[config.mk]
export PLATFORM = sky130hd
export DESIGN_NAME = tdm_demux_rx
export DESIGN_NICKNAME = d
export VERILOG_FILES = /design/src/rtl/tdm_demux_rx.sv
export SDC_FILE = /design/constraint.sdc
export NUM_CORES = 1
export LEC_CHECK = 0
export BUFFER_PORTS_ARGS = -buffer_cell sky130_fd_sc_hd__buf_2
export CORE_ASPECT_RATIO = 1.25
export CORE_MARGIN = 10
export CORE_UTILIZATION = 59
export DETAILED_ROUTE_END_ITERATION = 10
export PLACE_DENSITY_LB_ADDON = 0.05
export SETUP_SLACK_MARGIN = 0.2
export SYNTH_ARGS = -nofsm -noshare
export SYNTH_HDL_FRONTEND = slang
export SYNTH_SLANG_ARGS = --single-unit
[constraint.sdc]
create_clock -name clk -period 3.05 [get_ports clk]
set_input_delay 0.1525 -clock clk [delete_from_list [all_inputs] [get_ports clk]]
set_output_delay 0.1525 -clock clk [all_outputs]
set_load 0.05 [all_outputs]
[src/rtl/tdm_demux_rx.sv]
// Purpose : receive side of a 2:1 bit-serial TDM link; steers each bit to the channel
//           named by din_sel and assembles LSB-first words per channel.
// Latency : a word is presented one clock after its final bit is sampled.
// Backpr. : one-word output register per channel; a word completing while that channel is
//           full and not ready is dropped and flagged in the sticky ovf bit.
//
// Ports
//   clk, rst_n              clock (rising edge), asynchronous active-low reset
//   din, din_sel            serial bit and its channel (0 = ch0, 1 = ch1)
//   din_valid, din_sync     bit qualifier; sync marks bit 0 of a new word
//   chN_data/valid/ready    per-channel word output with valid/ready handshake
//   ovf, ovf_clr            sticky per-channel overflow flags and their clear
module tdm_demux_rx #(
  parameter int WIDTH = 8
) (
  input  logic             clk,
  input  logic             rst_n,
  input  logic             din,
  input  logic             din_sel,
  input  logic             din_valid,
  input  logic             din_sync,
  output logic [WIDTH-1:0] ch0_data,
  output logic             ch0_valid,
  input  logic             ch0_ready,
  output logic [WIDTH-1:0] ch1_data,
  output logic             ch1_valid,
  input  logic             ch1_ready,
  output logic [1:0]       ovf,
  input  logic             ovf_clr
);

  // Bit counter only has to hold 0..WIDTH-1.
  localparam int CW = (WIDTH > 2) ? $clog2(WIDTH) : 1;

  typedef enum logic {
    EMPTY = 1'b0,
    FULL  = 1'b1
  } ostate_t;

  logic [1:0] ready_v;
  logic [1:0] ovf_set_v;
  logic [1:0] ovf_q;

  assign ready_v = {ch1_ready, ch0_ready};

  for (genvar c = 0; c < 2; c++) begin : g_ch
    logic             hit;
    logic             done;
    logic             load;
    logic             ovf_set;
    logic [CW-1:0]    cnt_q;
    logic [CW-1:0]    pos;
    // The top bit never needs storing: it arrives together with completion and is
    // taken straight from din when the output register loads.
    logic [WIDTH-2:0] shreg_q;
    logic [WIDTH-1:0] data_q;
    ostate_t          state_q;
    ostate_t          state_d;

    assign hit  = din_valid && (din_sel == 1'(c));
    // A sync bit always lands at position 0, abandoning any partial word silently.
    assign pos  = din_sync ? '0 : cnt_q;
    assign done = hit && (pos == CW'(WIDTH - 1));

    // Assembly: shift register and bit counter only move on a bit for this channel.
    always_ff @(posedge clk or negedge rst_n) begin
      if (!rst_n) begin
        shreg_q <= '0;
        cnt_q   <= '0;
      end else if (hit) begin
        if (!done) begin
          shreg_q[pos] <= din;
        end
        cnt_q <= done ? '0 : pos + CW'(1);
      end
    end

    // Output state machine: next state and load/overflow decisions.
    always_comb begin
      state_d = state_q;
      load    = 1'b0;
      ovf_set = 1'b0;
      case (state_q)
        EMPTY: begin
          if (done) begin
            state_d = FULL;
            load    = 1'b1;
          end
        end
        FULL: begin
          if (done) begin
            // Draining in the same cycle frees the register for the new word;
            // otherwise the held word wins and the new one is lost.
            if (ready_v[c]) begin
              load = 1'b1;
            end else begin
              ovf_set = 1'b1;
            end
          end else if (ready_v[c]) begin
            state_d = EMPTY;
          end
        end
        default: begin
          state_d = EMPTY;
        end
      endcase
    end

    always_ff @(posedge clk or negedge rst_n) begin
      if (!rst_n) begin
        state_q <= EMPTY;
        data_q  <= '0;
      end else begin
        state_q <= state_d;
        if (load) begin
          data_q <= {din, shreg_q};
        end
      end
    end

    assign ovf_set_v[c] = ovf_set;
  end

  // Sticky overflow flags; a new overflow takes priority over a clear.
  always_ff @(posedge clk or negedge rst_n) begin
    if (!rst_n) begin
      ovf_q <= '0;
    end else begin
      ovf_q <= ovf_set_v | (ovf_q & ~{2{ovf_clr}});
    end
  end

  assign ch0_data  = g_ch[0].data_q;
  assign ch0_valid = (g_ch[0].state_q == FULL);
  assign ch1_data  = g_ch[1].data_q;
  assign ch1_valid = (g_ch[1].state_q == FULL);
  assign ovf       = ovf_q;

endmodule
==> impl_metrics.json <==
{
  "status": "finished, final reports clean",
  "io_pins": 29,
  "hold-worst-slack_ps": 92.2,
  "post-route-util_pct": 69.6,
  "routedWlPerCell_um": 15.2,
  "netlist-cell-type-count": 22,
  "ant_nets": 0,
  "worst_slew_pin_slew_ps": 845,
  "ys_ff_latch": 40,
  "crit_chain": "nor2b_1, ha_1, ha_1, nand3b_1, nor2b_1, mux2_1",
  "yosysWarnings": 0,
  "ys_top_cells_by_area": "dfrtp_1, mux2_1, ha_1",
  "synthesis.nets": 153,
  "grt_pass1_wl_mm": 5.65,
  "met3_usage_pct": 5.00,
  "num_rows": 22,
  "layout-drive-gt1-share_pct": 22.3,
  "place_congestion": 0.840,
  "areaGrowthSynthToFinish_pct": 14.4,
  "drt_wl_total_mm": 3.21,
  "worst_slack_ps": 638,
  "synth_top_cell_by_area": "dfrtp_1",
  "grt_pass1_vias": 1197,
  "relSlewSlack_pct": 43.6,
  "ir_drop_mv": 0.406,
  "min_path_type": "in -> reg",
  "coreArea_um2": 2920,
  "post_synth_instance_area_um2": 1780,
  "die_h_um": 81.4,
  "die_area_um2": 5620,
  "clk_latency_ps": 350,
  "cts_tree": "built",
  "layout_common_cells": "dfrtp_1, mux2_1, buf_2",
  "cts_buffers": 5,
  "vias": 1157,
  "n_fill_cell": 226,
  "finClkSkew_ps": 7.23,
  "slowest_delay_ps": 610,
  "grt-busiest-layer": "met2",
  "critPathKind": "reg -> reg",
  "cp-start-kind": "register",
  "finalHoldViolCount": 0,
  "syn_area_per_cell_um2": 12.7,
  "grt_usage_pct": 12.4,
  "synth_cells": 140,
  "port_buffers": 28,
  "grt_antenna_before_repair": 0,
  "htreeDepth": 2,
  "critical_path.max_fanout": 8,
  "grt_max_degree": 41,
  "cp.arrival_ps": 2650,
  "post_cts_resized": 0,
  "final_common_cell": "dfrtp_1",
  "overflow": 0,
  "dp_hpwl_mm": 2.38,
  "grt_util_met1_pct": 13.1,
  "drc": 0,
  "post_dp_cell_area_um2": 1940,
  "final_area_um2": 2030,
  "fmax_mhz": 415,
  "dpl_worst_slack_ps": 646,
  "antenna_cells": 0,
  "regArea_um2": 1000,
  "drt_iter0_drc": 52,
  "finalSetupTns_ps": 0,
  "ys_seq_area_share_pct": 56.3,
  "rsz0062_at_grt": "false",
  "setup_violations": 0,
  "slowest_stage": "nor2b_1",
  "first_pass_iters": 4,
  "vias_per_cell": 5.48,
  "cellLeakagePower_nw": 1.07,
  "required_ps": 3290,
  "crit_path_end_kind": "register",
  "grt_use_met2_pct": 22.1,
  "multiInputGateArea_um2": 734,
  "cap_violations": 0,
  "cts_root_buffer": "clkbuf_4",
  "cts.sinks": 40,
  "nets": 187,
  "yosys.area.top_type_share_pct": 56.3,
  "start_util_pct": 60.9,
  "layout_min_cycle_time_ps": 2410,
  "post-route-period-util_pct": 79.1,
  "slew_violations": 0,
  "die_width_um": 69.1,
  "clockBufferDepth": 2,
  "cts.clk_slew.worst_paths_ps": 120,
  "powerDensity_nw_per_um2": 539
}
-- routing by layer --
metal | vias to the layer above | wire (um)
li1 | 563 | -
met1 | 569 | 1290
met2 | 21 | 1730
met3 | 4 | 138
met4 | 0 | 44
met5 | - | 0
-- worst paths after layout --
check | start | end | slack (ps) | cells after the start
setup / recovery | g_ch[0].cnt_q[0]$_DFFE_PN0P_ | ch0_data[7]$_DFFE_PN0P_ | 640 | 6
hold / removal | ch1_ready | ch1_valid$_DFF_PN0_ | 90 | 3
setup reg to reg | g_ch[0].cnt_q[0]$_DFFE_PN0P_ | ch0_data[7]$_DFFE_PN0P_ | 640 | 6
hold reg to reg | ch1_data[1]$_DFFE_PN0P_ | ch1_data[1]$_DFFE_PN0P_ | 490 | 1
max in group asynchronous | rst_n | g_ch[1].cnt_q[0]$_DFFE_PN0P_ | 2070 | 2
min in group asynchronous | rst_n | ch1_data[7]$_DFFE_PN0P_ | 450 | 2
-- repair_timing --
action,CTS,global route
setup buffers,0,0
hold buffers,2,0
endpoints found under the hold margin,42,0
-- final cells by class --
cell class | count | share of cell area [%]
Timing Repair Buffer | 31 | 8.25
Inverter | 2 | 0.369
Sequential cell | 40 | 49.3
Tap cell | 36 | 2.22
Clock buffer | 6 | 2.03
Multi-Input combinational cell | 94 | 36.1
Clock inverter | 2 | 1.72
-- synth_stat cells (all sizes together) --
cell	number
nor4b	1
nor2b	8
o22ai	2
inv	2
nand3b	1
mux2	30
o21ai	8
buf	3
and4bb	1
and3b	1
dfrtp	40
ha	4
nand2b	7
nor3b	5
nor3	4
nand3	9
clkbuf	1
nand2	13
-- stage by stage --
step / power (mW) / cells
after floorplan: 0.718 / 140
after global placement: 0.754 / 201
after detailed placement: 0.769 / 201
after CTS: 1.11 / 211
after global routing: 1.16 / 211
final: 1.10 / 211
-- worst max-delay path: cells and delay by family, from the launching register on --
kind	cells	cell delay (ps)
adder cells (fa/ha/maj)	2	460
flip-flops	1	430
multiplexers	1	380
AND/OR/NAND/NOR	3	1020
-- report_power, final --
part	internal [mW]	leakage [nW]	switching, mW
sequential	0.590	0.539	0.0443
clock	0.172	0.0422	0.168
combinational	0.0597	0.488	0.0618
-- cells by family after synthesis --
logic type | synth area share (%)
AO/OA/AOI/OAI | 2.96
buffers and inverters | 2.32
AND/OR/NAND/NOR | 16.5
multiplexers | 19.0
adder cells (fa/ha/maj) | 2.82
flip-flops | 56.3
-- sequential cells by signal, indices dropped and copies added (netlist names) --
name	count
ovf	2
ch1_data	8
ch0_data	8
g_ch.shreg_q	14
g_ch.cnt_q	6
ch1_valid	1
ch0_valid	1
(Power assumes the default switching activity.)
